File: config.mk
export PLATFORM = sky130hd
export DESIGN_NAME = track_section_arbiter
export DESIGN_NICKNAME = d
export VERILOG_FILES = /design/src/rtl/track_section_arbiter.sv
export SDC_FILE = /design/constraint.sdc
export NUM_CORES = 1
export LEC_CHECK = 0
export ABC_CLOCK_PERIOD_IN_PS = 5450
export CAP_MARGIN = 30
export CORE_AREA = 3 3 75 77
export DETAILED_ROUTE_END_ITERATION = 10
export DIE_AREA = 0 0 78 80
export HOLD_SLACK_MARGIN = 0.12
export SKIP_LAST_GASP = 1
export SYNTH_ARGS = -nofsm -noshare
export SYNTH_HDL_FRONTEND = slang
export SYNTH_SLANG_ARGS = --single-unit
File: constraint.sdc
create_clock -name Clock -period 5.45 [get_ports Clock]
set_input_delay 1.635 -clock Clock [delete_from_list [all_inputs] [get_ports Clock]]
set_output_delay 1.635 -clock Clock [all_outputs]
set_load 0.05 [all_outputs]
File: src/rtl/track_section_arbiter.sv
// track_section_arbiter
// Round-robin owner of one shared single-track section. A granted train is
// held while the junction switches settle, then released. Occupancy is
// bounded by a timeout, and any unexpected exit locks the section out until
// an operator clears the fault. All outputs come straight from registers.
module track_section_arbiter #(
    parameter int NUM_TRAINS     = 4,
    parameter int SW_WIDTH       = 3,
    parameter int SETTLE_CYCLES  = 4,
    parameter int TIMEOUT_CYCLES = 1000
) (
    input  logic                           Clock,
    input  logic                           RESET,
    input  logic [NUM_TRAINS-1:0]          SR_REQ,
    input  logic [NUM_TRAINS-1:0]          SR_EXIT,
    input  logic [NUM_TRAINS*SW_WIDTH-1:0] SW_TABLE,
    input  logic                           FAULT_CLR,
    output logic [SW_WIDTH-1:0]            SW,
    output logic [2*NUM_TRAINS-1:0]        D,
    output logic [$clog2(NUM_TRAINS)-1:0]  GRANT_ID,
    output logic                           BUSY,
    output logic                           FAULT
);

    localparam int GW  = $clog2(NUM_TRAINS);
    localparam int SCW = $clog2(SETTLE_CYCLES + 1);
    localparam int TCW = $clog2(TIMEOUT_CYCLES + 1);

    typedef enum logic [1:0] {
        ST_IDLE   = 2'd0,
        ST_SETTLE = 2'd1,
        ST_OCC    = 2'd2,
        ST_FAULT  = 2'd3
    } state_t;

    state_t                    state_r;
    state_t                    state_nxt_s;
    logic [GW-1:0]             ptr_r;
    logic [GW-1:0]             ptr_nxt_s;
    logic [GW-1:0]             grant_r;
    logic [GW-1:0]             grant_nxt_s;
    logic [SW_WIDTH-1:0]       sw_r;
    logic [SW_WIDTH-1:0]       sw_nxt_s;
    logic [2*NUM_TRAINS-1:0]   d_r;
    logic [2*NUM_TRAINS-1:0]   d_nxt_s;
    logic                      busy_r;
    logic                      busy_nxt_s;
    logic                      fault_r;
    logic                      fault_nxt_s;
    logic [SCW-1:0]            settle_cnt_r;
    logic [SCW-1:0]            settle_nxt_s;
    logic [TCW-1:0]            tmo_cnt_r;
    logic [TCW-1:0]            tmo_nxt_s;
    logic [TCW-1:0]            tmo_inc_s;
    logic [GW-1:0]             sel_s;
    logic [GW-1:0]             sel_idx_s;
    logic [NUM_TRAINS-1:0]     grant_mask_s;
    logic                      own_exit_s;
    logic                      foreign_exit_s;
    logic                      settle_done_s;

    assign SW       = sw_r;
    assign D        = d_r;
    assign GRANT_ID = grant_r;
    assign BUSY     = busy_r;
    assign FAULT    = fault_r;

    // Decode exits against the current grant and precompute counter steps
    always_comb begin
        grant_mask_s   = {{(NUM_TRAINS-1){1'b0}}, 1'b1} << grant_r;
        own_exit_s     = |(SR_EXIT & grant_mask_s);
        foreign_exit_s = |(SR_EXIT & ~grant_mask_s);
        tmo_inc_s      = tmo_cnt_r + TCW'(1);
        settle_done_s  = (settle_cnt_r <= SCW'(1));
    end

    // Round-robin pick: scan downwards so the lowest offset from ptr wins
    always_comb begin
        sel_s     = ptr_r;
        sel_idx_s = ptr_r;
        for (int k = NUM_TRAINS - 1; k >= 0; k--) begin
            sel_idx_s = GW'((int'(ptr_r) + k) % NUM_TRAINS);
            if (SR_REQ[sel_idx_s]) begin
                sel_s = sel_idx_s;
            end else begin
                sel_s = sel_s;
            end
        end
    end

    // Next-state logic; a foreign exit outranks the granted train's own exit,
    // and the granted train's exit outranks the timeout
    always_comb begin
        state_nxt_s = state_r;
        case (state_r)
            ST_IDLE: begin
                if (|SR_REQ) begin
                    state_nxt_s = ST_SETTLE;
                end else begin
                    state_nxt_s = ST_IDLE;
                end
            end
            ST_SETTLE: begin
                if (settle_done_s) begin
                    state_nxt_s = ST_OCC;
                end else begin
                    state_nxt_s = ST_SETTLE;
                end
            end
            ST_OCC: begin
                if (foreign_exit_s) begin
                    state_nxt_s = ST_FAULT;
                end else if (own_exit_s) begin
                    state_nxt_s = ST_IDLE;
                end else if (tmo_inc_s == TCW'(TIMEOUT_CYCLES)) begin
                    state_nxt_s = ST_FAULT;
                end else begin
                    state_nxt_s = ST_OCC;
                end
            end
            ST_FAULT: begin
                if (FAULT_CLR) begin
                    state_nxt_s = ST_IDLE;
                end else begin
                    state_nxt_s = ST_FAULT;
                end
            end
            default: begin
                state_nxt_s = ST_FAULT;
            end
        endcase
    end

    // Output/datapath logic: values every register takes on the coming edge
    always_comb begin
        ptr_nxt_s    = ptr_r;
        grant_nxt_s  = grant_r;
        sw_nxt_s     = sw_r;
        settle_nxt_s = settle_cnt_r;
        tmo_nxt_s    = tmo_cnt_r;
        d_nxt_s      = '0;
        case (state_r)
            ST_IDLE: begin
                if (|SR_REQ) begin
                    grant_nxt_s  = sel_s;
                    sw_nxt_s     = SW_TABLE[sel_s*SW_WIDTH +: SW_WIDTH];
                    settle_nxt_s = SCW'(SETTLE_CYCLES);
                end else begin
                    settle_nxt_s = settle_cnt_r;
                end
            end
            ST_SETTLE: begin
                if (settle_done_s) begin
                    settle_nxt_s = '0;
                    tmo_nxt_s    = '0;
                end else begin
                    settle_nxt_s = settle_cnt_r - SCW'(1);
                end
            end
            ST_OCC: begin
                if (state_nxt_s == ST_OCC) begin
                    tmo_nxt_s = tmo_inc_s;
                end else begin
                    tmo_nxt_s = '0;
                end
                if (state_nxt_s == ST_IDLE) begin
                    ptr_nxt_s = GW'((int'(grant_r) + 1) % NUM_TRAINS);
                end else begin
                    ptr_nxt_s = ptr_r;
                end
            end
            ST_FAULT: begin
                tmo_nxt_s = '0;
            end
            default: begin
                tmo_nxt_s    = '0;
                settle_nxt_s = '0;
            end
        endcase

        busy_nxt_s  = (state_nxt_s == ST_SETTLE) || (state_nxt_s == ST_OCC);
        fault_nxt_s = (state_nxt_s == ST_FAULT);

        for (int i = 0; i < NUM_TRAINS; i++) begin
            if (fault_nxt_s) begin
                d_nxt_s[2*i +: 2] = 2'b00;
            end else if (busy_nxt_s && (GW'(i) == grant_nxt_s)) begin
                if (state_nxt_s == ST_SETTLE) begin
                    d_nxt_s[2*i +: 2] = 2'b00;
                end else begin
                    d_nxt_s[2*i +: 2] = 2'b01;
                end
            end else if (SR_REQ[i]) begin
                d_nxt_s[2*i +: 2] = 2'b00;
            end else begin
                d_nxt_s[2*i +: 2] = 2'b01;
            end
        end
    end

    // State register with synchronous reset
    always_ff @(posedge Clock) begin
        if (RESET) begin
            state_r <= ST_IDLE;
        end else begin
            state_r <= state_nxt_s;
        end
    end

    // Registered outputs, pointer and counters with synchronous reset
    always_ff @(posedge Clock) begin
        if (RESET) begin
            ptr_r        <= '0;
            grant_r      <= '0;
            sw_r         <= '0;
            d_r          <= {NUM_TRAINS{2'b01}};
            busy_r       <= 1'b0;
            fault_r      <= 1'b0;
            settle_cnt_r <= '0;
            tmo_cnt_r    <= '0;
        end else begin
            ptr_r        <= ptr_nxt_s;
            grant_r      <= grant_nxt_s;
            sw_r         <= sw_nxt_s;
            d_r          <= d_nxt_s;
            busy_r       <= busy_nxt_s;
            fault_r      <= fault_nxt_s;
            settle_cnt_r <= settle_nxt_s;
            tmo_cnt_r    <= tmo_nxt_s;
        end
    end

endmodule

==> impl_metrics.toml <==
[run_status]
status = "finished, final reports clean"

[detailed_routing]
post-route-drc-count = 0
via_count = 1793
wl_met2_um = 2070
drt_pass1_iterations = 4
ant_nets = 0
wl_per_cell_um = 12.9
dr.first_iter.drc_count = 70
wl_met3_um = 161
highest_layer = "met4"
via_per_inst = 5.24
wl_met1_um = 2180
routed_wl_um = 4430

[finish]
final_nets = 308
drive_above_1_share = 0.0662
layout-area-overhead-vs-synth_pct = 20.7
mostFrequentLayoutCells = "clkdlybuf4s50_1, dfxtp_1, nand2_1, nor2_1, a21oi_1"
layout_commonest_cell = "clkdlybuf4s50_1"
fin_area_um2 = 2350
fin_cells = 342
num_antenna_cells = 0

[timing]
max_slew_margin = 0.490
tns_ns = 0
fin_crit_ns = 4.16
whs_ns = 0.486
min_period_over_period = 0.764
hold_violations = 0
rsz0062_at_grt = "no"
finalSetupViolations = 0
skew_ns = 0.00502
setup_ws_ns = 1.29
slew_violations = 0
worst-slew-pin-transition_ns = 0.765
max_freq_mhz = 240

[clock_network]
cts_sinks = 28
cts_tree = "built"
clock_latency_ns = 0.27
post_cts_resized = 0
cts-root-buf = "clkbuf_8"
clk_pin_slew_ns = 0.10
h-tree-depth = 1
cts_setup_buffers = 0
cts.path.max_buffers = 2
cts_hold_buf = 0
cts-buffers-inserted = 3

[logic_synthesis]
synth_area_um2 = 1950
synth_cells = 245
synth_flop_cell = "dfxtp_1"
synth_compound_area_frac = 0.237
synth_mux_area_frac = 0.0154
synth_xor_xnor_area_share = 0.0225
synth_top_family_by_area = "simple AND/OR/NAND/NOR gates"
yosys_register_bits = 28
synth_edf_count = 0
synth-simple-area-share = 0.283
async_reset_ff_frac = 0
syn_area_per_cell_um2 = 7.95
synth_seq_area_share = 0.288
synthAdderAreaFrac = 0.0771
yosysWarnings = 0
yosysUniqueCellTypes = 61

[setup_path]
required_ns = 5.60
crit_path_max_fanout = 7
critPathLaunchType = "input port"
crit_path_end_kind = "flip-flop"
crit_type = "in -> reg"
crit_arrival_ns = 4.31

[floorplanning]
chipWidth_um = 78
initial_core_util = 0.384
die-height_um = 80
core_um2 = 5070
fp.dieArea_um2 = 6240
rows = 26
ios = 38

[global_routing]
grt_pass1_wl_um = 7470
grt_max_degree = 16
grt-ovfl-total = 0
grt_pass1_vias = 1665
grt_antenna_before_repair = 0
grtUsageTotal = 0.144

[run]
maxCapViolCount = 0

[placed_design]
io_buffers = 33
dp_slack_ns = 1.04
globalplace.congestion = 0.878
dp_cells = 338
placed_cell_area_um2 = 2290
dp.final_hpwl_um = 3410

[power_and_ir_drop]
p_per_area_nw_per_um2 = 274
leakage_nw = 0.894
vdd_drop_max_mv = 0.152

[min_path]
hp-class = "reg -> reg"
-- routing by layer --
layer	up-vias	GRT usage
met4	0	0.0210
met3	2	0.0237
met1	831	0.183
li1	924	-
met5	-	0
met2	36	0.261
-- flip-flops by register name, summed over array words and instances, names as in the netlist --
register,count
tmo_cnt_r,10
state_r,2
GRANT_ID,2
settle_cnt_r,3
SW,3
FAULT,1
BUSY,1
D,4
ptr_r,2
-- report_power, final --
group	switching, W	leakage (nW)	total (W)	internal [W]
registers	0.0000182	0.229	0.000245	0.000226
clock network	0.0000648	0.0288	0.000129	0.0000646
logic	0.000166	0.636	0.000270	0.000104
total	0.000249	0.894	0.000644	0.000395
-- area by class of cell --
| cell class | instances | area (um^2) |
|---|---|---|
| Clock buffer | 4 | 55.1 |
| Timing Repair Buffer | 34 | 345 |
| Multi-Input combinational cell | 193 | 1250 |
| Fill cell | 533 | 2730 |
| Sequential cell | 28 | 561 |
| Inverter | 13 | 48.8 |
| Tap cell | 70 | 87.6 |
-- critical path, cell delays in order --
cell,delay (ns)
clkdlybuf4s50_1,0.45
a222oi_1,0.38
nand4_1,0.11
a2111oi_0,0.44
o21ai_1,0.22
inv_1,0.12
ha_1,0.26
or3_2,0.16
nor2_1,0.04
or4_1,0.49
-- synth_stat cells (all sizes together), types with 6 or more instances --
master / instances / area, um^2
nor2b: 13 / 83.8
buf: 7 / 51.3
inv: 13 / 48.8
nand2: 25 / 93.8
nor2: 25 / 93.8
clkbuf: 6 / 32.5
o21ai: 13 / 65.1
ha: 12 / 150
nor3: 8 / 45.0
a21oi: 19 / 95.1
dfxtp: 28 / 561
-- kinds of logic (layout without fill, tap and decap cells) --
logic type / count (synthesis) / count (layout)
AO/OA/AOI/OAI: 66 / 66
other: 1 / 4
AND/OR/NAND/NOR: 103 / 103
buffers and inverters: 27 / 51
adder cells (fa/ha/maj): 12 / 12
multiplexers: 3 / 3
XOR/XNOR: 5 / 5
flip-flops: 28 / 28
-- worst paths after layout --
| kind | slack (ns) | startpoint | end | cells past startpoint |
|---|---|---|---|---|
| setup / recovery | 1.29 | SR_EXIT[1] | D[0]$_SDFF_PP1_ | 10 |
| hold reg to reg | 0.49 | SW[2]$_SDFFE_PP0P_ | SW[2]$_SDFFE_PP0P_ | 2 |
| hold / removal | 0.49 | SW[2]$_SDFFE_PP0P_ | SW[2]$_SDFFE_PP0P_ | 2 |
| setup reg to reg | 2.17 | GRANT_ID[1]$_SDFF_PP0_ | D[0]$_SDFF_PP1_ | 11 |
-- metrics by stage --
step                total power (W)  utilization
floorplan                  0.000445            -
global placement           0.000519        0.449
detailed placement         0.000520        0.452
CTS                        0.000651        0.463
global route               0.000690        0.463
finish                     0.000644        0.463
(Power assumes the default switching activity.)
